==> src/rtl/sockit_spi_axi_burst.sv <==
// sockit_spi_axi_burst: AXI4 burst slave bridging memory-mapped transfers onto
// the SPI write stream (sdw) and read stream (sdr). The address is ignored,
// so FIXED and INCR bursts behave the same. WRAP, reserved burst types and
// non-native beat sizes are answered with SLVERR.
// Optional macro SOCKIT_SPI_AXI_BURST_RSLICE_EN adds a one-entry register
// slice on the R channel. The default build keeps R combinational.
module sockit_spi_axi_burst #(
    parameter int DW = 32,
    parameter int IW = 4,
    parameter int SW = DW/8
)(
    input  logic          ACLK,
    input  logic          ARESETn,
    // write address
    input  logic          AWVALID,
    output logic          AWREADY,
    input  logic [IW-1:0] AWID,
    input  logic [7:0]    AWLEN,
    input  logic [2:0]    AWSIZE,
    input  logic [1:0]    AWBURST,
    // write data
    input  logic          WVALID,
    output logic          WREADY,
    input  logic [DW-1:0] WDATA,
    input  logic [SW-1:0] WSTRB,
    input  logic          WLAST,
    // write response
    output logic          BVALID,
    input  logic          BREADY,
    output logic [IW-1:0] BID,
    output logic [1:0]    BRESP,
    // read address
    input  logic          ARVALID,
    output logic          ARREADY,
    input  logic [IW-1:0] ARID,
    input  logic [7:0]    ARLEN,
    input  logic [2:0]    ARSIZE,
    input  logic [1:0]    ARBURST,
    // read data
    output logic          RVALID,
    input  logic          RREADY,
    output logic [IW-1:0] RID,
    output logic [DW-1:0] RDATA,
    output logic [1:0]    RRESP,
    output logic          RLAST,
    // SPI streams
    output logic          sdw_vld,
    input  logic          sdw_rdy,
    output logic [DW-1:0] sdw_dat,
    input  logic          sdr_vld,
    output logic          sdr_rdy,
    input  logic [DW-1:0] sdr_dat
);

    localparam logic [2:0] SIZE_OK = 3'($clog2(SW));
    localparam logic [1:0] OKAY    = 2'd0;
    localparam logic [1:0] SLVERR  = 2'd2;

    // Byte strobes carry no meaning for a stream target.
    logic unused_wstrb;
    assign unused_wstrb = ^WSTRB;

    // ------------------------------------------------------------------
    // Write side
    // ------------------------------------------------------------------
    typedef enum logic [1:0] {W_IDLE, W_DATA, W_RESP} wstate_t;

    wstate_t       wstate, wstate_nxt;
    logic [IW-1:0] bid_q;
    logic          werr, wlast_err;
    logic [7:0]    wcnt;
    logic          aw_err, w_beat;

    // Bursts other than FIXED/INCR (burst[1] set) or a non-native size are errors.
    assign aw_err  = (AWSIZE != SIZE_OK) | AWBURST[1];
    assign w_beat  = (wstate == W_DATA) & WVALID & WREADY;
    assign sdw_dat = WDATA;
    assign BID     = bid_q;

    // Write state register.
    always_ff @(posedge ACLK or negedge ARESETn) begin
        if (!ARESETn) wstate <= W_IDLE;
        else          wstate <= wstate_nxt;
    end

    // Write burst context: ID, error flag, remaining beats, WLAST consistency.
    always_ff @(posedge ACLK or negedge ARESETn) begin
        if (!ARESETn) begin
            bid_q     <= '0;
            werr      <= 1'b0;
            wcnt      <= '0;
            wlast_err <= 1'b0;
        end else begin
            if (wstate == W_IDLE && AWVALID) begin
                bid_q     <= AWID;
                werr      <= aw_err;
                wcnt      <= AWLEN;
                wlast_err <= 1'b0;
            end
            if (w_beat) begin
                // AWLEN governs the burst length; a misplaced WLAST only taints BRESP.
                if (WLAST != (wcnt == 8'd0)) wlast_err <= 1'b1;
                if (wcnt != 8'd0)            wcnt      <= wcnt - 8'd1;
            end
        end
    end

    // Write next-state and handshake outputs.
    always_comb begin
        wstate_nxt = wstate;
        AWREADY    = 1'b0;
        WREADY     = 1'b0;
        sdw_vld    = 1'b0;
        BVALID     = 1'b0;
        BRESP      = OKAY;
        case (wstate)
            W_IDLE: begin
                AWREADY = 1'b1;
                if (AWVALID) wstate_nxt = W_DATA;
            end
            W_DATA: begin
                if (werr) begin
                    // Errored bursts are sunk so the master can finish its beats.
                    WREADY = 1'b1;
                end else begin
                    sdw_vld = WVALID;
                    WREADY  = sdw_rdy;
                end
                if (WVALID && WREADY && wcnt == 8'd0) wstate_nxt = W_RESP;
            end
            W_RESP: begin
                BVALID = 1'b1;
                BRESP  = (werr | wlast_err) ? SLVERR : OKAY;
                if (BREADY) wstate_nxt = W_IDLE;
            end
            default: wstate_nxt = W_IDLE;
        endcase
    end

    // ------------------------------------------------------------------
    // Read side
    // ------------------------------------------------------------------
    typedef enum logic {R_IDLE, R_DATA} rstate_t;

    rstate_t       rstate, rstate_nxt;
    logic [IW-1:0] rid_q;
    logic          rerr;
    logic [7:0]    rcnt;
    logic          ar_err, ar_go, r_beat, slice_rdy, slice_idle;
    logic          src_vld, src_last;
    logic [DW-1:0] src_data;
    logic [1:0]    src_resp;

    assign ar_err = (ARSIZE != SIZE_OK) | ARBURST[1];
    assign ar_go  = (rstate == R_IDLE) & ARVALID & ARREADY;

    // Beat source before the optional slice: errored bursts synthesize
    // zero data and never touch the stream.
    assign src_vld  = (rstate == R_DATA) & (rerr | sdr_vld);
    assign src_data = (rstate == R_DATA && !rerr) ? sdr_dat : '0;
    assign src_resp = (rstate == R_DATA && rerr) ? SLVERR : OKAY;
    assign src_last = (rstate == R_DATA) & (rcnt == 8'd0);
    assign r_beat   = src_vld & slice_rdy;
    assign sdr_rdy  = (rstate == R_DATA) & ~rerr & slice_rdy;
    assign ARREADY  = (rstate == R_IDLE) & slice_idle;

`ifdef SOCKIT_SPI_AXI_BURST_RSLICE_EN
    logic          rvalid_q, rlast_q;
    logic [IW-1:0] rid_out_q;
    logic [DW-1:0] rdata_q;
    logic [1:0]    rresp_q;

    // The slice accepts a new beat whenever it is empty or draining.
    assign slice_rdy  = RREADY | ~rvalid_q;
    assign slice_idle = ~rvalid_q;

    // One-entry R register slice.
    always_ff @(posedge ACLK or negedge ARESETn) begin
        if (!ARESETn) begin
            rvalid_q  <= 1'b0;
            rlast_q   <= 1'b0;
            rid_out_q <= '0;
            rdata_q   <= '0;
            rresp_q   <= OKAY;
        end else begin
            if (slice_rdy) rvalid_q <= src_vld;
            if (r_beat) begin
                rlast_q   <= src_last;
                rid_out_q <= rid_q;
                rdata_q   <= src_data;
                rresp_q   <= src_resp;
            end
        end
    end

    assign RVALID = rvalid_q;
    assign RLAST  = rlast_q;
    assign RID    = rid_out_q;
    assign RDATA  = rdata_q;
    assign RRESP  = rresp_q;
`else
    assign slice_rdy  = RREADY;
    assign slice_idle = 1'b1;
    assign RVALID     = src_vld;
    assign RLAST      = src_last;
    assign RID        = rid_q;
    assign RDATA      = src_data;
    assign RRESP      = src_resp;
`endif

    // Read state register.
    always_ff @(posedge ACLK or negedge ARESETn) begin
        if (!ARESETn) rstate <= R_IDLE;
        else          rstate <= rstate_nxt;
    end

    // Read burst context: ID, error flag, remaining beats.
    always_ff @(posedge ACLK or negedge ARESETn) begin
        if (!ARESETn) begin
            rid_q <= '0;
            rerr  <= 1'b0;
            rcnt  <= '0;
        end else if (ar_go) begin
            rid_q <= ARID;
            rerr  <= ar_err;
            rcnt  <= ARLEN;
        end else if (r_beat && rcnt != 8'd0) begin
            rcnt  <= rcnt - 8'd1;
        end
    end

    // Read next-state: leave R_DATA once the last beat is handed on.
    always_comb begin
        rstate_nxt = rstate;
        case (rstate)
            R_IDLE:  if (ar_go) rstate_nxt = R_DATA;
            R_DATA:  if (r_beat && rcnt == 8'd0) rstate_nxt = R_IDLE;
            default: rstate_nxt = R_IDLE;
        endcase
    end

endmodule

==> config.mk <==
export PLATFORM = sky130hd
export DESIGN_NAME = sockit_spi_axi_burst
export DESIGN_NICKNAME = d
export VERILOG_FILES = /design/src/rtl/sockit_spi_axi_burst.sv
export SDC_FILE = /design/constraint.sdc
export NUM_CORES = 1
export LEC_CHECK = 0
export ABC_AREA = 1
export CAP_MARGIN = 15
export CORE_MARGIN = 1
export CORE_UTILIZATION = 30
export CTS_BUF_LIST = sky130_fd_sc_hd__clkbuf_4 sky130_fd_sc_hd__clkbuf_8 sky130_fd_sc_hd__clkbuf_16
export DETAILED_ROUTE_END_ITERATION = 8
export PLACE_DENSITY = 0.78
export SLEW_MARGIN = 40
export SYNTH_ARGS = -nofsm -noshare
export SYNTH_HDL_FRONTEND = slang
export SYNTH_SLANG_ARGS = --single-unit
==> constraint.sdc <==
create_clock -name ACLK -period 1.6 [get_ports ACLK]
set_clock_uncertainty 0.2 [all_clocks]
set_input_delay 0.32 -clock ACLK [delete_from_list [all_inputs] [get_ports ACLK]]
set_output_delay 0.32 -clock ACLK [all_outputs]
set_load 0.05 [all_outputs]
==> metrics.cfg, run 1 <==
[clock_network]
tritoncts.num_buffers=5
tritoncts_clock_tree=done
clock_path_buffers=2
cts_num_sinks=30
clkTransAtPathRegs_ps=80
clkLatencyLatePin_ps=280
cts.htree.levels=2
hold_buffers=0
clk_root_buffer_cell=clkbuf_8

[floorplan]
io_pins=196
initial_core_util=0.308
chipWidth_um=90.8
die_footprint_um2=8250
coreArea_um2=7690
floorplan.rows=32
die_y_um=90.8

[drt]
detail_route.iter0.violations=77
route.detailed.wl_per_inst_um=14.9
wl_um=9080
vias=2814
drcViolationCount=0
ant_nets=0
met2RoutedLength_um=5140
number_of_detailed_routing_iterations_run_before_antenna_repair=4
wl_met1_um=3190
topRoutingLayerUsed=met4
detail_route.vias_per_cell=4.61
met3WireLength_um=608

[run_status]
violations_in_the_final_reports=negative setup slack
run_status=complete, but fails checks

[global_routing]
globalRouteTotalUtil=0.192
first_global_vias=2675
grt_overflow=0
grt_start_max_net_pins=31
first_pass_grt_wire_length_um=12900
grt_antenna_before_repair=0

[setup_path]
critical_path.reg2reg.endpoint=rcnt[7]
cp_data_arrival_time_ps=1420
crit_required_ps=1080
timing.setup.critical_path_class=flop to output port
cp_max_fo=2
critPathCaptureType=output port
reg2reg_from=rcnt[0]
r2r.worst_path.cells=8
critPathLaunchType=flop
ff2ff_setup_slack_ps=-70

[timing]
finalWorstSetupSlack_ps=-340
grt_setup_unrepaired=yes
finalCritPeriodShare=1.21
timing.final.hold_violations=0
timing.final.crit_period_ps=1940
clock.fmax_mhz=515
slew_viol_final=0
setup_total_negative_slack_ps=-10390
setup-violations-final=52

[placement]
dp_hpwl_um=5840
post_place_setup_slack_ps=-237
port_buffers=123
gpl.final_weighted_congestion=0.885

[flow_run]
timing.max_cap.violations=0

[cells_and_area]
area_growth_pct=121
n_antenna_cell=0
final_net_count=623
post_route_cells_drive_above_1_share=0.465
utilization=0.681

[logic_synthesis]
syn-mean-instance-area_um2=6.63
post_synthesis_sequential_element_count=30
synth.cell_area_um2=2370
synthesis.instances=357
synthDistinctLibCells=30
synth_sequential_area_ratio=0.317
synth.yosys.warnings=0

[power_and_ir_drop]
pwr_total_mw=8.75
leakage_nw=2.38
irDropWorstVdd_v=0.000947
pwr_density_cell_nw_per_um2=1670

[worst_hold_path]
worst_hold_path_type=input pin to asynchronous set/reset pin

==> final cells by class <==
| cell class | count | area (µm²) |
|---|---|---|
| Clock buffer | 5 | 68.8 |
| Tap cell | 102 | 128 |
| Inverter | 66 | 269 |
| Timing Repair Buffer | 181 | 2320 |
| Clock inverter | 3 | 40.0 |
| Timing Repair inverter | 2 | 16.3 |
| Sequential cell | 30 | 756 |
| Fill cell | 544 | 2450 |
| Multi-Input combinational cell | 221 | 1640 |
==> through the flow <==
stage | instance area (µm²) | std cells | hold slack, ps
after global placement | 4520 | 576 | 265
after CTS | 4900 | 597 | 194
after floorplan | 2670 | 358 | -176
after global routing | 5240 | 610 | 196
after detailed placement | 4520 | 576 | 274
final | 5240 | 610 | 195
==> synth_stat cells, drive strengths merged <==
library cell,n,area share
nand2,82,0.14
o22ai,1,0.0026
nand4,3,0.0079
nor2,66,0.11
o21ai,26,0.066
dfrtp,30,0.32
a32oi,1,0.0037
inv,66,0.10
clkbuf,3,0.0048
buf,40,0.13
nor3,2,0.0090
or2,4,0.011
a41oi,1,0.0037
ha,4,0.021
conb,1,0.0016
xor2,4,0.015
a21oi,1,0.0021
nand3,22,0.051
==> worst max-delay path by stage <==
stage	end	from	slack [ps]	cells after the start
after floorplan	RDATA[0]	rerr	-140	3
after global placement	rcnt[6]	ARVALID	-210	6
after detailed placement	rcnt[6]	ARVALID	-240	6
after CTS	RLAST	rcnt[0]	-340	5
after global routing	RLAST	rcnt[0]	-400	5
final	RLAST	rcnt[0]	-340	5
==> logic make-up after synthesis <==
logic type / count (synthesis) / share of synthesized area
compound gates: 30 / 0.0782
buf+inv: 109 / 0.239
flops: 30 / 0.317
other cells: 1 / 0.00158
xor+xnor: 4 / 0.0148
simple gates: 179 / 0.328
fa+ha+maj: 4 / 0.0211
==> what timing repair did <==
item,4_1_cts,5_1_grt
resized for setup,47,79
pin swaps,8,25
buffers inserted,13,10
setup endpoints to repair,42,65
gates cloned,1,5
==> metal layers <==
metal | GRT usage | up-vias
li1 | - | 1344
met1 | 0.210 | 1315
met2 | 0.367 | 143
met3 | 0.0530 | 12
met4 | 0.0331 | 0
met5 | 0 | -
==> sequential cells by signal, indices dropped and copies added, names as in the netlist <==
name,count
rstate,1
BID,4
rcnt,8
wcnt,8
rerr,1
wlast_err,1
werr,1
wstate,2
RID,4
==> cell usage in the layout (no fill, tap or decap), drive strengths merged <==
cell type / Yosys / routed
nand4: 3 / 3
dfrtp: 30 / 30
a21oi: 1 / 1
xor2: 4 / 4
conb: 1 / 2
nand2: 82 / 84
ha: 4 / 4
inv: 66 / 65
dlygate4sd2: 0 / 1
a41oi: 1 / 1
nor3: 2 / 2
clkdlybuf4s50: 0 / 72
buf: 40 / 107
nor2: 66 / 66
o22ai: 1 / 1
clkinv: 0 / 3
o21ai: 26 / 26
nand3: 22 / 22
bufinv: 0 / 1
or2: 4 / 4
clkbuf: 3 / 6
clkinvlp: 0 / 2
a32oi: 1 / 1
==> critical path, stage by stage (launching register included) <==
cell and delay, ps:
dfrtp_1 400, inv_2 90, ha_4 130, nand4_1 190, nor2_4 180, buf_12 150
==> report_power, final <==
group / internal, mW / switching, mW / total (mW)
Sequential: 1.10 / 0.354 / 1.45
Clock: 0.459 / 0.319 / 0.777
Combinational: 3.02 / 3.50 / 6.52
No activity file was read; power rests on OpenSTA's default activity.
==> run 2: changes to the inputs <==
--- a/config.mk
+++ b/config.mk
@@ -7,6 +7,7 @@
 export LEC_CHECK = 0
 export ABC_AREA = 1
 export CAP_MARGIN = 15
+export CORE_ASPECT_RATIO = 2
 export CORE_MARGIN = 1
 export CORE_UTILIZATION = 30
 export CTS_BUF_LIST = sky130_fd_sc_hd__clkbuf_4 sky130_fd_sc_hd__clkbuf_8 sky130_fd_sc_hd__clkbuf_16
==> constraint.sdc (replaced) <==
create_clock -name ACLK -period 1.7 [get_ports ACLK]
set_clock_uncertainty 0.2 [all_clocks]
set_input_delay 0.34 -clock ACLK [delete_from_list [all_inputs] [get_ports ACLK]]
set_output_delay 0.34 -clock ACLK [all_outputs]
set_load 0.05 [all_outputs]
==> metrics.cfg, run 2 (synthesis gave the netlist of run 1 again) <==
[run_status]
run_status=complete, but fails checks
violations_in_the_final_reports=negative setup slack

[timing]
hold_ws_ps=221
setup-violations-final=39
finalWorstSetupSlack_ps=-249
timing.final.hold_violations=0
finalCritPeriodShare=1.15
clock.fmax_mhz=513
setup_total_negative_slack_ps=-5320
timing.final.crit_period_ps=1950
slew_viol_final=0
grt_setup_unrepaired=yes

[drt]
vias=2751
drcViolationCount=0
detail_route.vias_per_cell=4.68
wl_um=8810
detail_route.iter0.violations=62
number_of_detailed_routing_iterations_run_before_antenna_repair=5
ant_nets=0
route.detailed.wl_per_inst_um=15.0

[clock_network]
cts.htree.levels=2
clk_root_buffer_cell=clkbuf_16
clock_path_buffers=2
tritoncts_clock_tree=done
hold_buffers=0
clkTransAtPathRegs_ps=50
cts_num_sinks=30
clkLatencyLatePin_ps=280
tritoncts.num_buffers=5

[setup_path]
ff2ff_setup_slack_ps=20
timing.setup.critical_path_class=flop to output port
critical_path.reg2reg.endpoint=rcnt[2]
r2r.worst_path.cells=8
crit_required_ps=1160
reg2reg_from=rstate
critPathLaunchType=flop
critPathCaptureType=output port
cp_data_arrival_time_ps=1410
cp_max_fo=2

[floorplan]
chipWidth_um=64.8
die_footprint_um2=8270
die_y_um=128
initial_core_util=0.311
floorplan.rows=45
coreArea_um2=7600
io_pins=196

[placement]
port_buffers=123
gpl.final_weighted_congestion=0.888
placedCellCount=560
dp_hpwl_um=6640

[global_routing]
first_pass_grt_wire_length_um=13200
first_global_vias=2804
globalRouteTotalUtil=0.209
grt_overflow=0
grt_start_max_net_pins=31
grt_antenna_before_repair=0

[flow_run]
timing.max_cap.violations=0

[cells_and_area]
area_growth_pct=112
largestRegisters=rcnt x8, wcnt x8
post_route_cells_drive_above_1_share=0.389
n_antenna_cell=0
layout_commonest_cell=nand2_1
final_cells=588
utilization=0.659
final_net_count=611
mostFrequentLayoutCells=nand2_1 (74), clkdlybuf4s50_1 (71), buf_12 (57), inv_1 (55), nor2_4 (45)
filler_cell_count=556

[power_and_ir_drop]
leakage_nw=2.31
pwr_density_cell_nw_per_um2=1580
irDropWorstVdd_v=0.00102

[worst_hold_path]
worst_hold_path_type=input pin to asynchronous set/reset pin

-- run 2: final cells by class --
type	count	area (µm²)	area share
Multi-Input combinational cell	220	1480	0.295
Tap cell	94	118	0.0235
Clock buffer	6	139	0.0277
Timing Repair Buffer	172	2260	0.451
Sequential cell	30	754	0.151
Inverter	66	262	0.0522
-- run 2: timing repair --
item | CTS | global route
setup buffers | 8 | 16
cloned | 2 | 1
endpoints found under the hold margin | 0 | 0
pin swaps | 7 | 13
resized for setup | 19 | 44
endpoints found under the setup margin | 38 | 54
-- run 2: per-layer routing --
| layer | track usage | vias to the layer above | part of all wire |
|---|---|---|---|
| li1 | - | 1312 | - |
| met3 | 0.0696 | 24 | 0.10 |
| met2 | 0.408 | 155 | 0.57 |
| met1 | 0.171 | 1260 | 0.29 |
| met4 | 0.118 | 0 | 0.039 |
| met5 | 0 | - | 0 |
-- run 2: worst max path at each step --
stage             from   endpoint  slack (ps)  depth (start not counted)
3_5_place_dp   sdr_vld    rcnt[3]        -150                          7
3_3_place_gp   sdw_rdy     WREADY        -120                          5
4_1_cts        rcnt[1]      RLAST        -250                          5
6_report       rcnt[0]      RLAST        -250                          5
2_1_floorplan     rerr   RDATA[0]         -40                          3
5_1_grt           rerr  RDATA[24]        -290                          6
-- run 2: worst max-delay path, cell delays in order (launching register included) --
cell	delay, ps
dfrtp_1	400
inv_2	90
ha_4	120
nand4_1	170
nor2_4	200
buf_12	150
-- run 2: power by group --
group,internal [mW],total [mW],switching (mW),leakage (nW)
Clock,0.564,0.863,0.299,0.0688
Sequential,1.03,1.32,0.285,0.355
Combinational,2.68,5.72,3.04,1.89
-- run 2: metrics by stage --
stage	power (mW)	worst slack, ps	area (µm²)
global placement	6.16	-116	4440
global route	8.36	-287	5010
detailed placement	6.29	-148	4440
CTS	7.49	-249	4770
floorplan	4.20	-38.5	2640
finish	7.90	-249	5010
==> run 3: changes to the inputs <==
--- a/config.mk
+++ b/config.mk
@@ -6,7 +6,7 @@
 export NUM_CORES = 1
 export LEC_CHECK = 0
 export ABC_AREA = 1
-export CAP_MARGIN = 15
+export CAP_MARGIN = 0
 export CORE_ASPECT_RATIO = 2
 export CORE_MARGIN = 1
 export CORE_UTILIZATION = 30
==> results of run 3 <==
Final layout, timing and power as in run 2 (identical DEF).
